[config.mk]
export PLATFORM = sky130hd
export DESIGN_NAME = seg_scan_ctrl
export DESIGN_NICKNAME = d
export VERILOG_FILES = /design/src/rtl/seg_pkg.sv /design/src/rtl/seg_decode.sv /design/src/rtl/seg_scan_ctrl.sv
export SDC_FILE = /design/constraint.sdc
export NUM_CORES = 1
export LEC_CHECK = 0
export CORE_ASPECT_RATIO = 0.6
export CORE_MARGIN = 2
export CORE_UTILIZATION = 36
export CTS_BUF_LIST = sky130_fd_sc_hd__clkbuf_8
export DETAILED_ROUTE_END_ITERATION = 10
export SYNTH_ARGS = -nofsm -noshare
export SYNTH_HDL_FRONTEND = slang
export SYNTH_SLANG_ARGS = --single-unit
[constraint.sdc]
create_clock -name clk -period 6 [get_ports clk]
set_clock_uncertainty 0.2 [all_clocks]
set_input_delay 1.2 -clock clk [delete_from_list [all_inputs] [get_ports clk]]
set_output_delay 1.2 -clock clk [all_outputs]
set_load 0.1 [all_outputs]
[src/rtl/seg_pkg.sv]
// Shared constants for the 7-segment scan controller: segment patterns,
// anode masks, FSM state encoding and an anode-select helper.
// Pure package, no logic or latency of its own.
package seg_pkg;

  // Active-low segment patterns, bit6..0 = g..a
  localparam logic [6:0] SEG_BLANK = 7'b1111111;
  localparam logic [6:0] SEG_0     = 7'b1000000;
  localparam logic [6:0] SEG_1     = 7'b1111001;
  localparam logic [6:0] SEG_2     = 7'b0100100;
  localparam logic [6:0] SEG_3     = 7'b0110000;
  localparam logic [6:0] SEG_4     = 7'b0011001;
  localparam logic [6:0] SEG_5     = 7'b0010010;
  localparam logic [6:0] SEG_6     = 7'b0000010;
  localparam logic [6:0] SEG_7     = 7'b1111000;
  localparam logic [6:0] SEG_8     = 7'b0000000;
  localparam logic [6:0] SEG_9     = 7'b0010000;

  // Active-low anode mask with every digit dark
  localparam logic [3:0] ANODES_OFF = 4'b1111;

  // BLANK: nothing committed since reset; SCAN: shadow holds a real value
  typedef enum logic {
    BLANK = 1'b0,
    SCAN  = 1'b1
  } scan_state_t;

  // Active-low anode word selecting digit idx, dark if that digit is disabled
  function automatic logic [3:0] anode_sel(input logic [1:0] idx, input logic en);
    logic [3:0] onehot;
    onehot = 4'b0001 << idx;
    return en ? ~onehot : ANODES_OFF;
  endfunction

endpackage

[src/rtl/seg_decode.sv]
// Nibble to active-low 7-segment decode with a forced-blank input.
// Purely combinational, zero latency.
// No flow control; non-BCD nibbles decode to all segments off.
module seg_decode
  import seg_pkg::*;
(
  input  logic [3:0] i_nibble,
  input  logic       i_blank,
  output logic [6:0] o_cathodes
);

  // Map BCD digits to their glyphs; anything else, or a blank request, is dark
  always_comb begin
    o_cathodes = SEG_BLANK;
    if (!i_blank) begin
      case (i_nibble)
        4'd0:    o_cathodes = SEG_0;
        4'd1:    o_cathodes = SEG_1;
        4'd2:    o_cathodes = SEG_2;
        4'd3:    o_cathodes = SEG_3;
        4'd4:    o_cathodes = SEG_4;
        4'd5:    o_cathodes = SEG_5;
        4'd6:    o_cathodes = SEG_6;
        4'd7:    o_cathodes = SEG_7;
        4'd8:    o_cathodes = SEG_8;
        4'd9:    o_cathodes = SEG_9;
        default: o_cathodes = SEG_BLANK;
      endcase
    end
  end

endmodule

[src/rtl/seg_scan_ctrl.sv]
// 4-digit common-anode 7-segment scan scheduler; optional SEG_LZB_EN blanks leading zeros.
// Outputs are registered and change on each digit-slot tick; updates become visible at the next frame boundary.
// One-deep pending slot: upd_ready is low while an accepted update waits for its frame boundary.
module seg_scan_ctrl
  import seg_pkg::*;
#(
  parameter int CLK_DIV = 250000
) (
  input  logic        clk,
  input  logic        rst,
  input  logic        upd_valid,
  input  logic [15:0] upd_data,
  output logic        upd_ready,
  input  logic [3:0]  digit_en,
  output logic [3:0]  anodes,
  output logic [6:0]  cathodes,
  output logic [1:0]  dig_sel,
  output logic        frame_done
);

  localparam int            CW      = (CLK_DIV > 2) ? $clog2(CLK_DIV) : 1;
  localparam logic [CW-1:0] CNT_MAX = CW'(CLK_DIV - 1);

  logic [CW-1:0] r_cnt;
  logic [1:0]    r_idx;
  logic [15:0]   r_shadow;
  logic [15:0]   r_pending;
  logic          r_pend_vld;
  scan_state_t   r_state;

  logic          w_tick;
  logic          w_boundary;
  logic          w_commit;
  logic          w_xfer;
  logic [1:0]    w_idx_nxt;
  logic [15:0]   w_shadow_nxt;
  logic          w_scan_nxt;
  logic [3:0]    w_nibble;
  logic          w_lzb;
  logic          w_blank;
  logic [6:0]    w_cath;

  assign w_tick       = (r_cnt == CNT_MAX);
  assign w_boundary   = w_tick && (r_idx == 2'd3);
  assign w_commit     = w_boundary && r_pend_vld;
  assign w_xfer       = upd_valid && !r_pend_vld;
  assign w_idx_nxt    = r_idx + 2'd1;
  // On a boundary the new frame already uses the committed value and state
  assign w_shadow_nxt = w_commit ? r_pending : r_shadow;
  assign w_scan_nxt   = (r_state == SCAN) || w_commit;
  assign w_nibble     = w_shadow_nxt[{w_idx_nxt, 2'b00} +: 4];
  assign upd_ready    = !r_pend_vld;

`ifdef SEG_LZB_EN
  // A digit above digit0 is dark when it and every higher nibble are zero
  always_comb begin
    w_lzb = 1'b0;
    case (w_idx_nxt)
      2'd1:    w_lzb = (w_shadow_nxt[15:4]  == 12'd0);
      2'd2:    w_lzb = (w_shadow_nxt[15:8]  == 8'd0);
      2'd3:    w_lzb = (w_shadow_nxt[15:12] == 4'd0);
      default: w_lzb = 1'b0;
    endcase
  end
`else
  assign w_lzb = 1'b0;
`endif

  assign w_blank = !w_scan_nxt || w_lzb;

  seg_decode u_decode (
    .i_nibble   (w_nibble),
    .i_blank    (w_blank),
    .o_cathodes (w_cath)
  );

  // Prescaler and digit index: one slot every CLK_DIV cycles, idx cycles 0..3
  always_ff @(posedge clk or negedge rst) begin
    if (!rst) begin
      r_cnt <= '0;
      r_idx <= 2'd0;
    end else if (w_tick) begin
      r_cnt <= '0;
      r_idx <= w_idx_nxt;
    end else begin
      r_cnt <= r_cnt + 1'b1;
    end
  end

  // Update handshake, frame-boundary commit, BLANK/SCAN state and registered pin drive
  always_ff @(posedge clk or negedge rst) begin
    if (!rst) begin
      r_pending  <= 16'd0;
      r_pend_vld <= 1'b0;
      r_shadow   <= 16'd0;
      r_state    <= BLANK;
      anodes     <= ANODES_OFF;
      cathodes   <= SEG_BLANK;
      dig_sel    <= 2'd0;
      frame_done <= 1'b0;
    end else begin
      frame_done <= w_boundary;
      if (w_commit) begin
        r_shadow   <= r_pending;
        r_pend_vld <= 1'b0;
        r_state    <= SCAN;
      end else if (w_xfer) begin
        r_pending  <= upd_data;
        r_pend_vld <= 1'b1;
      end
      if (w_tick) begin
        dig_sel  <= w_idx_nxt;
        cathodes <= w_cath;
        anodes   <= w_scan_nxt ? anode_sel(w_idx_nxt, digit_en[w_idx_nxt]) : ANODES_OFF;
      end
    end
  end

endmodule

==> results.md <==
* Outcome: finished clean
* CTS H-Tree Depth at 3
* Final ANT Viol Nets at 0
* Die Area at 9440 µm²
* Worst path max stage delay at 1.23 ns
* Crit-path cells: clkdlybuf4s50_1
* Share of layout cells above drive strength 1 at about a quarter
* Core outline area at around 8500 µm²
* Clk buf depth at 2
* Max Cap Viol at 0
* Final setup fails at 0
* Initial antenna violation count at 0
* TritonCTS Buffers at 9
* Worst EP arrival at 2.25 ns
* Area of the multi-input gates at 1370 µm²
* Setup Buffers After CTS at 0
* RSZ-0062 raised after global routing: false
* Setup ws final at 2.35 ns
* Nature of the critical path endpoint: output pin
* Clock slew at reported path FFs at 0.07 ns
* First-pass GRT wire length at 10200 µm
* Peak Freq at 0.274 GHz
* IO Count at 38
* Seq/Total Area, Yosys at a little over half
* CTS root buf: clkbuf_8
* Final Util at 44.5%
* Diodes inserted at 0
* Leakage at 1.68 nW
* Worst Hold Depth at 1
* Tcrit/Tclk final at around three fifths
* Slew HR at 32.2%
* Die X at ~120 µm
* Clock sink count at 66
* PnR Total Power at 835 µW
* Slowest CP cell: clkdlybuf4s50_1
* Post-Synthesis Cells at 244
* Post-place setup slack at 2.45 ns
* IO buf count at 37
* Hold violation total from the final report at 0
* Syn Area/Cell at 12.8 µm²
* DR iter-0 viols at 175
* Overflow after GRT at 0
* CTS tree: yes
* Critical path data required time at 4.60 ns
* Main synth FF type: dfrtp_1
* WL final at 6210 µm
* Asr flop ratio synth at 100%
* Post-DP HPWL at between 4000 and 5000 µm
* R2R depth at 11
* Crit Path Class: register to output pin
* Cts hold-fix bufs at 0
* CP max FO at 9
* Worst Tran Pin Value at ~1.0 ns
* Die Ht at between 70 and 80 µm
* Wire per inst at 15.5 µm
* Area delta synth->final at 20.8%
* CP delay by family, top: buffers and inverters
* Hold Path Class: register to register
* Unique masters post-synth at 40
* Residual DRC count at 0
* Power per Cell Area at 222 nW/µm²
* Mapped cell area at 3120 µm²
* Clk Latency, worst-skew pair at 0.35 ns
* Pin count of the biggest net entering global routing at 67
* Total GRT Usage at 14.8%
* DR vias at about 1900
* Commonest non-fill, non-tap cells in the layout: 55 x dfrtp_1, 36 x clkdlybuf4s50_1, 20 x mux2_2, 20 x nor2_1, 15 x nand2_1
* Vias in the first global route at ~1900
* Fill count at 783
* Vias per cell at 4.73
* Register Area at 1670 µm²
* Total negative setup slack at 0 ns
* Post-synth EDFFs at 0
* Critical path buffer and inverter count at 1
* Post-cts sizing count at 0
* Most common cell after layout, fill and taps aside: dfrtp_1
* Levels on crit path at 1
* Minimum clock period at 3.65 ns
* Synth Net Count at around 280
* Initial core utilization at 36.8%
* Synth warn at 0
* # rows at 26
* GP Congestion at 0.753
* Synth Register Bits at 66
* Nets@finish at 319
* Setup crit start kind: register
* Worst vdd ir at 0.000107 V
* DR pass1 iterations at 4
* Final Max Tran Viols at 0
-- Yosys cell counts (4+ instances only) --
master | number | area share, %
a21oi_1 | 8 | 1.3
and2_1 | 5 | 1.0
and3_1 | 8 | 1.6
clkbuf_1 | 7 | 0.84
dfrtp_1 | 55 | 44
dfstp_2 | 11 | 9.3
ha_1 | 11 | 4.4
inv_1 | 7 | 0.84
mux2_1 | 7 | 2.5
mux2_2 | 20 | 7.2
mux2_4 | 5 | 2.4
mux2i_1 | 6 | 1.9
mux4_2 | 7 | 5.1
nand2_1 | 15 | 1.8
nand3_1 | 5 | 0.80
nor2_1 | 20 | 2.4
nor2b_1 | 4 | 0.80
xnor2_1 | 9 | 2.5
xor2_1 | 6 | 1.7
-- layer usage --
| layer | vias up | global-route usage, % | wire [µm] |
|---|---|---|---|
| li1 | 921 | - | - |
| met4 | 0 | 5.39 | 80 |
| met3 | 9 | 5.76 | 283 |
| met5 | - | 0 | 0 |
| met2 | 38 | 16.2 | 2290 |
| met1 | 933 | 24.7 | 3560 |
-- kinds of logic after synthesis --
family / count (synthesis) / share of synthesized area, %
simple gates: 70 / 12.0
flops: 66 / 53.4
mux: 46 / 19.6
compound gates: 18 / 3.65
buf+inv: 18 / 2.69
xor+xnor: 15 / 4.22
fa+ha+maj: 11 / 4.42
-- flip-flops by register name, indices dropped and copies added (netlist names) --
| signal | count |
|---|---|
| r_state | 1 |
| r_pend_vld | 1 |
| r_shadow | 16 |
| anodes | 4 |
| frame_done | 1 |
| r_pending | 16 |
| r_cnt | 18 |
| dig_sel | 2 |
| cathodes | 7 |
-- cell type report --
type	instances	share of cell area, %
Sequential cell	66	44.2
Multi-Input combinational cell	160	36.3
Timing Repair Buffer	41	10.5
Tap cell	112	3.72
Clock buffer	10	3.65
Clock inverter	6	0.897
Inverter	7	0.698
-- worst paths after layout --
kind                       startpoint            to  slack [ns]
max in group asynchronous         rst     r_cnt[15]        4.23
hold / removal               r_cnt[0]      r_cnt[0]        0.26
setup / recovery           dig_sel[0]    dig_sel[0]        2.35
hold reg to reg              r_cnt[0]      r_cnt[0]        0.26
min in group asynchronous         rst  r_pending[0]        0.81
setup reg to reg           dig_sel[0]   cathodes[0]        2.45
-- per-stage QoR --
stage          cells  hold slack (ns)  cell area, µm²
6_report         402            0.262            3770
5_1_grt          402            0.299            3770
4_1_cts          402            0.268            3770
3_5_place_dp     386            0.258            3590
3_3_place_gp     386            0.240            3590
2_1_floorplan    244            0.225            3120
-- where the power goes --
group          switching (mW)  internal (mW)
registers              0.0103          0.459
logic                  0.0133         0.0247
clock network           0.170          0.157
total                   0.194          0.641
Power figures use the tool's default switching activity.
